--- src/rtl/eject_engine_rr.sv ---
// eject_engine_rr: round-robin local ejection into a FIFO with kill of the ejected flit in the registered pass-through path
module eject_engine_rr #(
  parameter int FLIT_W = 32,
  parameter int NUM_PORTS = 4,
  parameter int DEST_LSB = 4,
  parameter int DEST_W = 3,
  parameter logic [DEST_W-1:0] LOCAL_CODE = 3'b100,
  parameter int VALID_BIT = 1,
  parameter int EJ_DEPTH = 2,
  localparam int CW = $clog2(EJ_DEPTH) + 1
) (
  input  logic                        clk,
  input  logic                        rst,
  input  logic [NUM_PORTS*FLIT_W-1:0] in_flits,
  output logic [NUM_PORTS*FLIT_W-1:0] out_flits,
  output logic [FLIT_W-1:0]           ej_data,
  output logic                        ej_valid,
  input  logic                        ej_ready,
  output logic [CW-1:0]               ej_count,
  output logic                        ej_stall,
  output logic [15:0]                 ej_total
);
  localparam int PW = $clog2(NUM_PORTS);
  localparam int AW = $clog2(EJ_DEPTH);
  logic [NUM_PORTS-1:0] req;
  logic [FLIT_W-1:0] flit_arr [NUM_PORTS];
  logic [NUM_PORTS*FLIT_W-1:0] kill_flits;
  logic [FLIT_W-1:0] mem [EJ_DEPTH];
  logic [PW-1:0] rr_ptr, win, nxt_ptr;
  logic [PW:0] s;
  logic [AW-1:0] wr_ptr, rd_ptr;
  logic found, push_ok, grant, pop;
  assign push_ok = ej_count < CW'(EJ_DEPTH);
  assign grant = push_ok && |req;
  assign pop = ej_valid && ej_ready;
  assign ej_valid = ej_count != '0;
  assign ej_data = mem[rd_ptr];
  assign nxt_ptr = win == PW'(NUM_PORTS - 1) ? '0 : win + 1'b1;
  for (genvar i = 0; i < NUM_PORTS; i++) begin : g_port
    assign flit_arr[i] = in_flits[i*FLIT_W +: FLIT_W];
    assign req[i] = flit_arr[i][VALID_BIT] && flit_arr[i][DEST_LSB +: DEST_W] == LOCAL_CODE;
    assign kill_flits[i*FLIT_W +: FLIT_W] = (grant && win == PW'(i)) ?
      flit_arr[i] & ~(FLIT_W'(1) << VALID_BIT) : flit_arr[i];
  end
  always_comb begin
    win = '0;
    found = 1'b0;
    s = '0;
    for (int k = 0; k < NUM_PORTS; k++) begin
      s = {1'b0, rr_ptr} + (PW+1)'(k);
      s = s >= (PW+1)'(NUM_PORTS) ? s - (PW+1)'(NUM_PORTS) : s;
      if (!found && req[s[PW-1:0]]) begin
        win = s[PW-1:0];
        found = 1'b1;
      end
    end
  end
  always_ff @(posedge clk) begin
    if (rst) begin
      out_flits <= '0;
      rr_ptr <= '0;
      ej_stall <= 1'b0;
      ej_total <= '0;
      wr_ptr <= '0;
      rd_ptr <= '0;
      ej_count <= '0;
      for (int k = 0; k < EJ_DEPTH; k++) mem[k] <= '0;
    end else begin
      out_flits <= kill_flits;
      ej_stall <= |req && !push_ok;
      if (grant) begin
        mem[wr_ptr] <= flit_arr[win];
        wr_ptr <= wr_ptr + 1'b1;
        rr_ptr <= nxt_ptr;
        ej_total <= ej_total == 16'hFFFF ? ej_total : ej_total + 16'd1;
      end
      if (pop) rd_ptr <= rd_ptr + 1'b1;
      ej_count <= ej_count + CW'(grant) - CW'(pop);
    end
  end
endmodule

--- config.mk ---
export PLATFORM = sky130hd
export DESIGN_NAME = eject_engine_rr
export DESIGN_NICKNAME = d
export VERILOG_FILES = /design/src/rtl/eject_engine_rr.sv
export SDC_FILE = /design/constraint.sdc
export NUM_CORES = 1
export LEC_CHECK = 0
export BUFFER_PORTS_ARGS = -buffer_cell sky130_fd_sc_hd__clkbuf_2
export CORE_MARGIN = 1.5
export CORE_UTILIZATION = 40
export DETAILED_ROUTE_END_ITERATION = 16
export PLACE_DENSITY = 0.77
export SLEW_MARGIN = 20
export SYNTH_ARGS = -nofsm -noshare
export SYNTH_HDL_FRONTEND = slang
export SYNTH_SLANG_ARGS = --single-unit
--- constraint.sdc ---
create_clock -name clk -period 6.4 [get_ports clk]
set_input_delay 0.96 -clock clk [delete_from_list [all_inputs] [get_ports clk]]
set_output_delay 0.96 -clock clk [all_outputs]
set_load 0.02 [all_outputs]
# After elaboration in Yosys (flattened, before gate mapping)
# Memory sizes are Yosys's and may differ from the RTL's. A register that Yosys moved wholly into a read port is not among the register bits.
# Index checks and enable logic that the tools add are counted.
[classes]
n_lt_le_gt_ge = 10
eq_ne = 8
n_bitwise = 2
muxes = 33
addsub = 13
n_reduce_logical = 27
[ops]
columns = ["operator", "count"]
rows = [
  ["$mux W32", 3],
  ["$bmux W32 S2", 1],
  ["$reduce_or A32 Y1", 1],
  ["$mux W2", 9],
  ["$add A16 B1 Y16 const B", 1],
  ["$eq A16 B16 Y1 const B", 1],
  ["$mux W1", 16],
  ["$logic_and A1 B1 Y1", 14],
  ["$eq A3 B3 Y1 const B", 4],
  ["$ge A3 B3 Y1 const B", 4],
  ["$lt A2 B3 Y1 const B", 4],
  ["$bmux W1 S2", 4],
  ["$reduce_or A2 Y1", 4],
  ["$sub A2 B1 Y2 const B", 4],
  ["$add A2 B2 Y3 const B", 2],
  ["$eq A2 B2 Y1 const B", 2],
  ["$logic_not A1 Y1", 4],
  ["$reduce_or A4 Y1", 1],
  ["$add A2 B1 Y3 const B", 1],
  ["$ge A2 B3 Y1 const B", 1],
  ["$not A2 Y3", 1],
  ["$add A1 B1 Y1 const B", 2],
  ["$add A2 B1 Y2", 1],
  ["$add A2 B1 Y2 const B", 1],
  ["other kinds (7)", 7],
]
[totals]
output_inout_bits = 180
ff_bits = 151
mem_bits_rw = 64
input_bits = 131
memories = 1
[mem_list]
columns = ["memory", "words", "word_bits", "read_ports", "rd_clocked_by_memory_dff", "wr", "line_no", "rtl"]
rows = [
  ["mem", 2, 32, 1, 1, 2, "28", "logic [FLIT_W-1:0] mem [EJ_DEPTH];"],
]

# Longest topological paths before layout
# Gate-level depths: netlist of run 1.
[depth]
word_depth = 19
ltp_mapped = 11
mapped_depth_nobuf = 9

# Least setup slack after synthesis of run 1
# OpenSTA, ideal clock, no wires.
[synth_path]
path_type = "input-to-reg"
startpoint = "input in_flits[69]"
endpoint = "memory mem[0][0] (enable)"
n_path_buf = 2
setup_slack_ns = 2.733
setup_time_ns = 0.428
cell_stages = 6
t_arrival_ns = 3.239
cell_sequence = "nand4bb_1 > buf_2 > a41oi_2 > inv_2 > buf_6 > o21bai_1"
[synth_rtl]
columns = ["item", "line_no", "rtl"]
rows = [
  ["start: declaration", "14", "input logic [NUM_PORTS*FLIT_W-1:0] in_flits,"],
  ["end: declaration", "28", ""],
]

==> flow_summary.json, run 1 <==
{
  "status": "finished, final reports clean",
  "finClkSkew_ps": 6.945,
  "fin_cells": 1246,
  "pwr-share-comb": 0.162,
  "avgSynthCellArea_sq_um": 12.12,
  "place.gp.congestion": 0.8211,
  "synth-seq-cells": 216,
  "synth_top_cell_area_share": 0.3771,
  "timing.setup.tns_ps": 0,
  "switchingPower_uw": 929.1,
  "whs_ps": 530.9,
  "fin_ws_ps": 3006,
  "pre_cts_slack_ps": 2510,
  "cts_inserted_buffers": 24,
  "fillers": 1733,
  "pwr-share-seq": 0.440,
  "hold_depth": 2,
  "num_vias": 6190,
  "diodes": 0,
  "clk_pin_slew_worst_paths_ps": 60,
  "yosys-top-cells-count": "152 x dfxtp_1, 126 x nor2b_1, 64 x edfxtp_1",
  "die_w_um": 145.0,
  "post_cts_buffers": 0,
  "grt_usage": 0.1987,
  "finalHoldViolations": 0,
  "clk_latency_ps": 500,
  "synthCells": 666,
  "final_nets": 1101,
  "drv_cap": 0,
  "core_area_sq_um": 19650,
  "start_kind": "primary input",
  "cts_root_buffer": "clkbuf_16",
  "ant_nets": 0,
  "cts_hold_buf": 0,
  "p_sw_frac": 0.2612,
  "yosysTopAreaCell": "dfxtp_1",
  "holdCritPathClass": "flip-flop to flip-flop",
  "htree_levels": 1,
  "maxSlewHeadroom": 0.2605,
  "cp.arrival_ps": 3690,
  "antenna_found_initial": 0,
  "grt_max_degree": 99,
  "grt_overflow_total": 0,
  "max_freq_mhz": 294.6,
  "die-height_um": 145.0,
  "grt_pass1_vias": 6243,
  "final-seq-area_sq_um": 4966,
  "grt_setup_unrepaired": "false",
  "multi_input_area_sq_um": 2917,
  "synth_ff_type": "dfxtp_1",
  "first_pass_iters": 4,
  "via_per_inst": 4.968,
  "yosys_warnings": 0,
  "setup_viol": 0,
  "area_delta_synth_final_pct": 32.40,
  "drive_gt1_frac": 0.4118,
  "cts_tree": "yes",
  "critical_path_peak_fanout": 31,
  "place_inst": 1205,
  "rows": 51,
  "crit_type": "primary input to flip-flop",
  "io_pins": 311,
  "synthTopCellsByArea": "dfxtp_1 38%, edfxtp_1 24%, nor2b_1 9.8%, mux2_2 4.5%, o22ai_1 4.4%",
  "numClockSinks": 216,
  "hpwl_um": 15380,
  "vdd_drop_max_v": 0.0002004,
  "clkPwrFrac": 0.398,
  "totalWireLength_um": 21680,
  "cts_resized": 0,
  "critPathCaptureType": "flip-flop",
  "min_period_ps": 3394,
  "first_iter_violations": 312,
  "leakage_nw": 4.855,
  "powerDensity_nw_per_um2": 332.9,
  "synth-edff-count": 64,
  "start_util": 0.4106,
  "synthDistinctLibCells": 55,
  "clock_path_buffers": 3,
  "syn_area_sq_um": 8070,
  "synth_seq_area_share": 0.6152,
  "final-max-slew-violation-count": 0,
  "port_buffers": 310,
  "p_int_mw": 2.628,
  "required_ps": 6700,
  "die_area_sq_um": 21040,
  "worst-r2r-cell-count": 6,
  "grt_pass1_wl_um": 33320,
  "tightest_slew_ps": 1107,
  "yosysMostFrequentCell": "dfxtp_1",
  "wl_per_cell_um": 17.40,
  "synthArstFlopShare": 0,
  "period_share": 0.5304,
  "drc_errors": 0
}
## path summary, 6_finish.rpt
path                              startpoint   endpoint  slack [ps]
worst max-delay path            in_flits[69]  mem[1][0]        3010
worst min-delay path                  rd_ptr  flip-flop         530
worst max register to register   ej_count[1]  mem[1][0]        3750
worst min register to register        rd_ptr  flip-flop         530
## through the flow
stage	power [mW]	utilization	instance area, sq um
after floorplan	1.944	-	8082
after global placement	2.167	0.5012	9851
after detailed placement	2.176	0.5012	9851
after CTS	3.594	0.5437	10690
after global routing	3.682	0.5437	10690
final	3.557	0.5437	10690
## critical path, stage by stage
cell	delay, ps
clkbuf_2	80
nand4bb_1	410
a41oi_2	680
nand3b_1	130
buf_4	270
inv_1	110
nand2_1	640
o22ai_1	400
## state kept, by name (all words and copies together), names as in the netlist, named ones only
register / flops
ej_stall: 1
rr_ptr: 2
wr_ptr: 1
rd_ptr: 1
ej_total: 16
out_flits: 128
mem: 64
ej_count: 2
## layer usage
layer / vias to the layer above / track usage / routed length, um
met2: 274 / 0.3510 / 10730
met3: 41 / 0.03742 / 1424
li1: 2987 / - / -
met4: 0 / 0.06753 / 535
met5: - / 0 / 0
met1: 2888 / 0.2422 / 8996
## layout make-up
| class | instances | area share |
|---|---|---|
| multi-input cells | 397 | 0.2730 |
| well taps | 265 | 0.03103 |
| repair buffers | 315 | 0.1489 |
| inverters | 12 | 0.004215 |
| clock buffers | 36 | 0.07108 |
| clock inverters | 5 | 0.007026 |
| flip-flops and latches | 216 | 0.4648 |
## cell usage in the layout, fill, tap and decap left out, drive strengths merged, types with 5 or more instances in the layout
cell    synthesis  final
a22oi          28     28
mux2i          29     29
nand4           5      5
nand2          10     10
nand2b          6      6
buf            19      6
nor2           19     19
inv            12     12
nor2b         126    126
xnor2           9      9
mux2           33     33
clkbuf         25    345
edfxtp         64     64
a21oi          11     11
nand3           5      5
o22ai          57     57
dfxtp         152    152
nor3            5      5
## cell families (layout without fill, tap and decap cells)
| logic type | after synthesis | in the layout | share of synthesized area |
|---|---|---|---|
| flops | 216 | 216 | 0.6152 |
| other cells | 1 | 4 | 0.0004647 |
| compound gates | 119 | 119 | 0.1017 |
| simple gates | 197 | 197 | 0.1533 |
| fa+ha+maj | 4 | 4 | 0.006202 |
| buf+inv | 56 | 368 | 0.02915 |
| xor+xnor | 11 | 11 | 0.01194 |
| mux | 62 | 62 | 0.08202 |
## power by group through the flow
stage | sequential, mW | combinational, mW | clock [mW]
after floorplan | 1.62 | 0.322 | 0
after global placement | 1.59 | 0.576 | 0
after detailed placement | 1.59 | 0.581 | 0
after CTS | 1.57 | 0.583 | 1.44
after global routing | 1.58 | 0.616 | 1.49
final | 1.57 | 0.575 | 1.42
Note: power is estimated with default switching activity, not from simulation.
==> run 2: changes to the inputs <==
Settings changed: ABC_AREA set to 1, PLACE_DENSITY 0.77 to 0.79.
Clock period 6.4 ns to 2.9 ns, I/O delays scaled along.
==> flow_summary.json, run 2 <==
{
  "final_util": 0.5278,
  "leakage_nw": 5.750,
  "cts_hold_buf": 0,
  "clock_path_buffers": 3,
  "htree_levels": 1,
  "status": "finished, final reports clean",
  "cts_resized": 0,
  "ant_nets": 0,
  "yosys-top-cells-count": "167 x nand2_1, 154 x inv_1, 152 x dfxtp_1",
  "die_area_sq_um": 22730,
  "synthArstFlopShare": 0,
  "synth_top_cell_area_share": 0.3485,
  "place_inst": 1561,
  "synthTopCellsByArea": "dfxtp_1 35%, edfxtp_1 22%, nand2_1 7.2%, inv_1 6.6%, nand3_1 6.3%",
  "antenna_found_initial": 0,
  "first_iter_violations": 418,
  "regMostFlops": "out_flits",
  "post_cts_buffers": 0,
  "critical_path_peak_fanout": 43,
  "holdCritPathClass": "primary input to flip-flop",
  "tightest_slew_ps": 798.3,
  "yosysMostFrequentCell": "nand2_1",
  "place_area_sq_um": 10460,
  "crit_type": "flip-flop to flip-flop",
  "start_kind": "flip-flop",
  "synth-edff-count": 64,
  "critPathCaptureType": "flip-flop",
  "fin_cells": 1604,
  "vdd_drop_max_v": 0.0005358,
  "start_util": 0.4115,
  "synth_ff_type": "dfxtp_1",
  "via_per_inst": 4.857,
  "final_nets": 1447,
  "cts_inserted_buffers": 24,
  "mostFrequentLayoutCell": "clkbuf_2",
  "die-height_um": 150.8,
  "die_w_um": 150.8,
  "cts_root_buffer": "clkbuf_16",
  "max_freq_mhz": 395.7,
  "grt_pass1_vias": 7572,
  "numClockSinks": 216,
  "layout_common_cells": "310 x clkbuf_2, 165 x nand2_1, 154 x inv_1",
  "grt_pass1_wl_um": 39940,
  "drive_gt1_frac": 0.3085,
  "period_share": 0.8714,
  "timing.setup.tns_ps": 0,
  "min_period_ps": 2527,
  "avgSynthCellArea_sq_um": 8.646,
  "num_vias": 7791,
  "syn_area_sq_um": 8732,
  "fillers": 1983,
  "cp.arrival_ps": 2890,
  "synth_seq_area_share": 0.5686,
  "drc_errors": 0,
  "clk_pin_slew_worst_paths_ps": 60,
  "area_delta_synth_final_pct": 28.26,
  "finClkSkew_ps": 9.145,
  "maxSlewHeadroom": 0.4678,
  "synthDistinctLibCells": 31,
  "diodes": 0,
  "hpwl_um": 18760,
  "port_buffers": 310,
  "final-seq-area_sq_um": 4966,
  "synthCells": 1010,
  "io_pins": 311,
  "setup_viol": 0,
  "powerDensity_nw_per_um2": 800.4,
  "drv_cap": 0,
  "synth-seq-cells": 216,
  "wl_per_cell_um": 16.29,
  "final_cell_area_sq_um": 11200,
  "required_ps": 3260,
  "rows": 53,
  "grt_usage": 0.2268,
  "grt_overflow_total": 0,
  "place.gp.congestion": 0.9307,
  "largest_reg_flops": 128,
  "multi_input_area_sq_um": 2841,
  "largestRegisters": "out_flits x128, mem x64, ej_total x16",
  "grt_max_degree": 76,
  "whs_ps": 126.0,
  "clk_latency_ps": 510,
  "totalWireLength_um": 26130,
  "core_area_sq_um": 21220,
  "yosys_warnings": 0,
  "first_pass_iters": 5,
  "cts_tree": "yes",
  "grt_setup_unrepaired": "false",
  "finalHoldViolations": 0,
  "yosysTopAreaCell": "dfxtp_1",
  "final-max-slew-violation-count": 0
}
run 2: worst paths after layout:
kind / startpoint / to / slack [ps] / cells after the start
hold reg to reg: rd_ptr / flip-flop / 450 / 1
hold / removal: in_flits[69] / out_flits[69] / 130 / 3
setup / recovery: rr_ptr[0] / mem[0][11] / 370 / 13
setup reg to reg: rr_ptr[0] / mem[0][11] / 370 / 13
run 2: critical path: stages (launching register included):
cell and delay [ps]:
dfxtp_1 590, inv_2 120, nand3_2 120, nand2_1 70, nand2_1 80, nand2_1 70, nor2_2 140, nand2_1 90
nand2_2 110, buf_4 440, nand3_1 130, nand2_1 130, nand2_1 90, a21oi_1 160
run 2: kinds of logic after synthesis:
kind of cell    share of synthesized area
flops                              0.5686
other cells                     0.0004294
simple gates                       0.2175
fa+ha+maj                        0.005732
buf+inv                            0.1079
xor+xnor                         0.006018
compound gates                    0.05259
mux                               0.04127
run 2: final cells by class:
cell class,instances,area share
multi-input cells,585,0.2537
inverters,158,0.05295
well taps,275,0.03072
flip-flops and latches,216,0.4434
clock buffers,36,0.06245
clock inverters,7,0.003240
repair buffers,327,0.1535
run 2: per-layer routing:
| metal | share of wire | GRT usage | vias up | wire length (um) |
|---|---|---|---|---|
| met3 | 0.074 | 0.04697 | 45 | 1929 |
| met5 | 0 | 0 | - | 0 |
| met4 | 0.025 | 0.07330 | 0 | 659 |
| li1 | - | - | 3790 | - |
| met1 | 0.38 | 0.2553 | 3642 | 9966 |
| met2 | 0.52 | 0.4233 | 314 | 13570 |
run 2: stage by stage:
step / power [mW] / setup WS (ps)
detailed placement: 6.189 / 329.2
CTS: 9.075 / 379.8
finish: 8.964 / 373.0
global placement: 6.148 / 426.6
global route: 9.447 / 134.9
floorplan: 5.389 / 246.9
run 2: report_power, final:
| part | internal, mW | switching, mW | total (mW) |
|---|---|---|---|
| logic | 0.824 | 1.80 | 2.63 |
| registers | 3.34 | 0.133 | 3.48 |
| clock network | 1.66 | 1.20 | 2.86 |
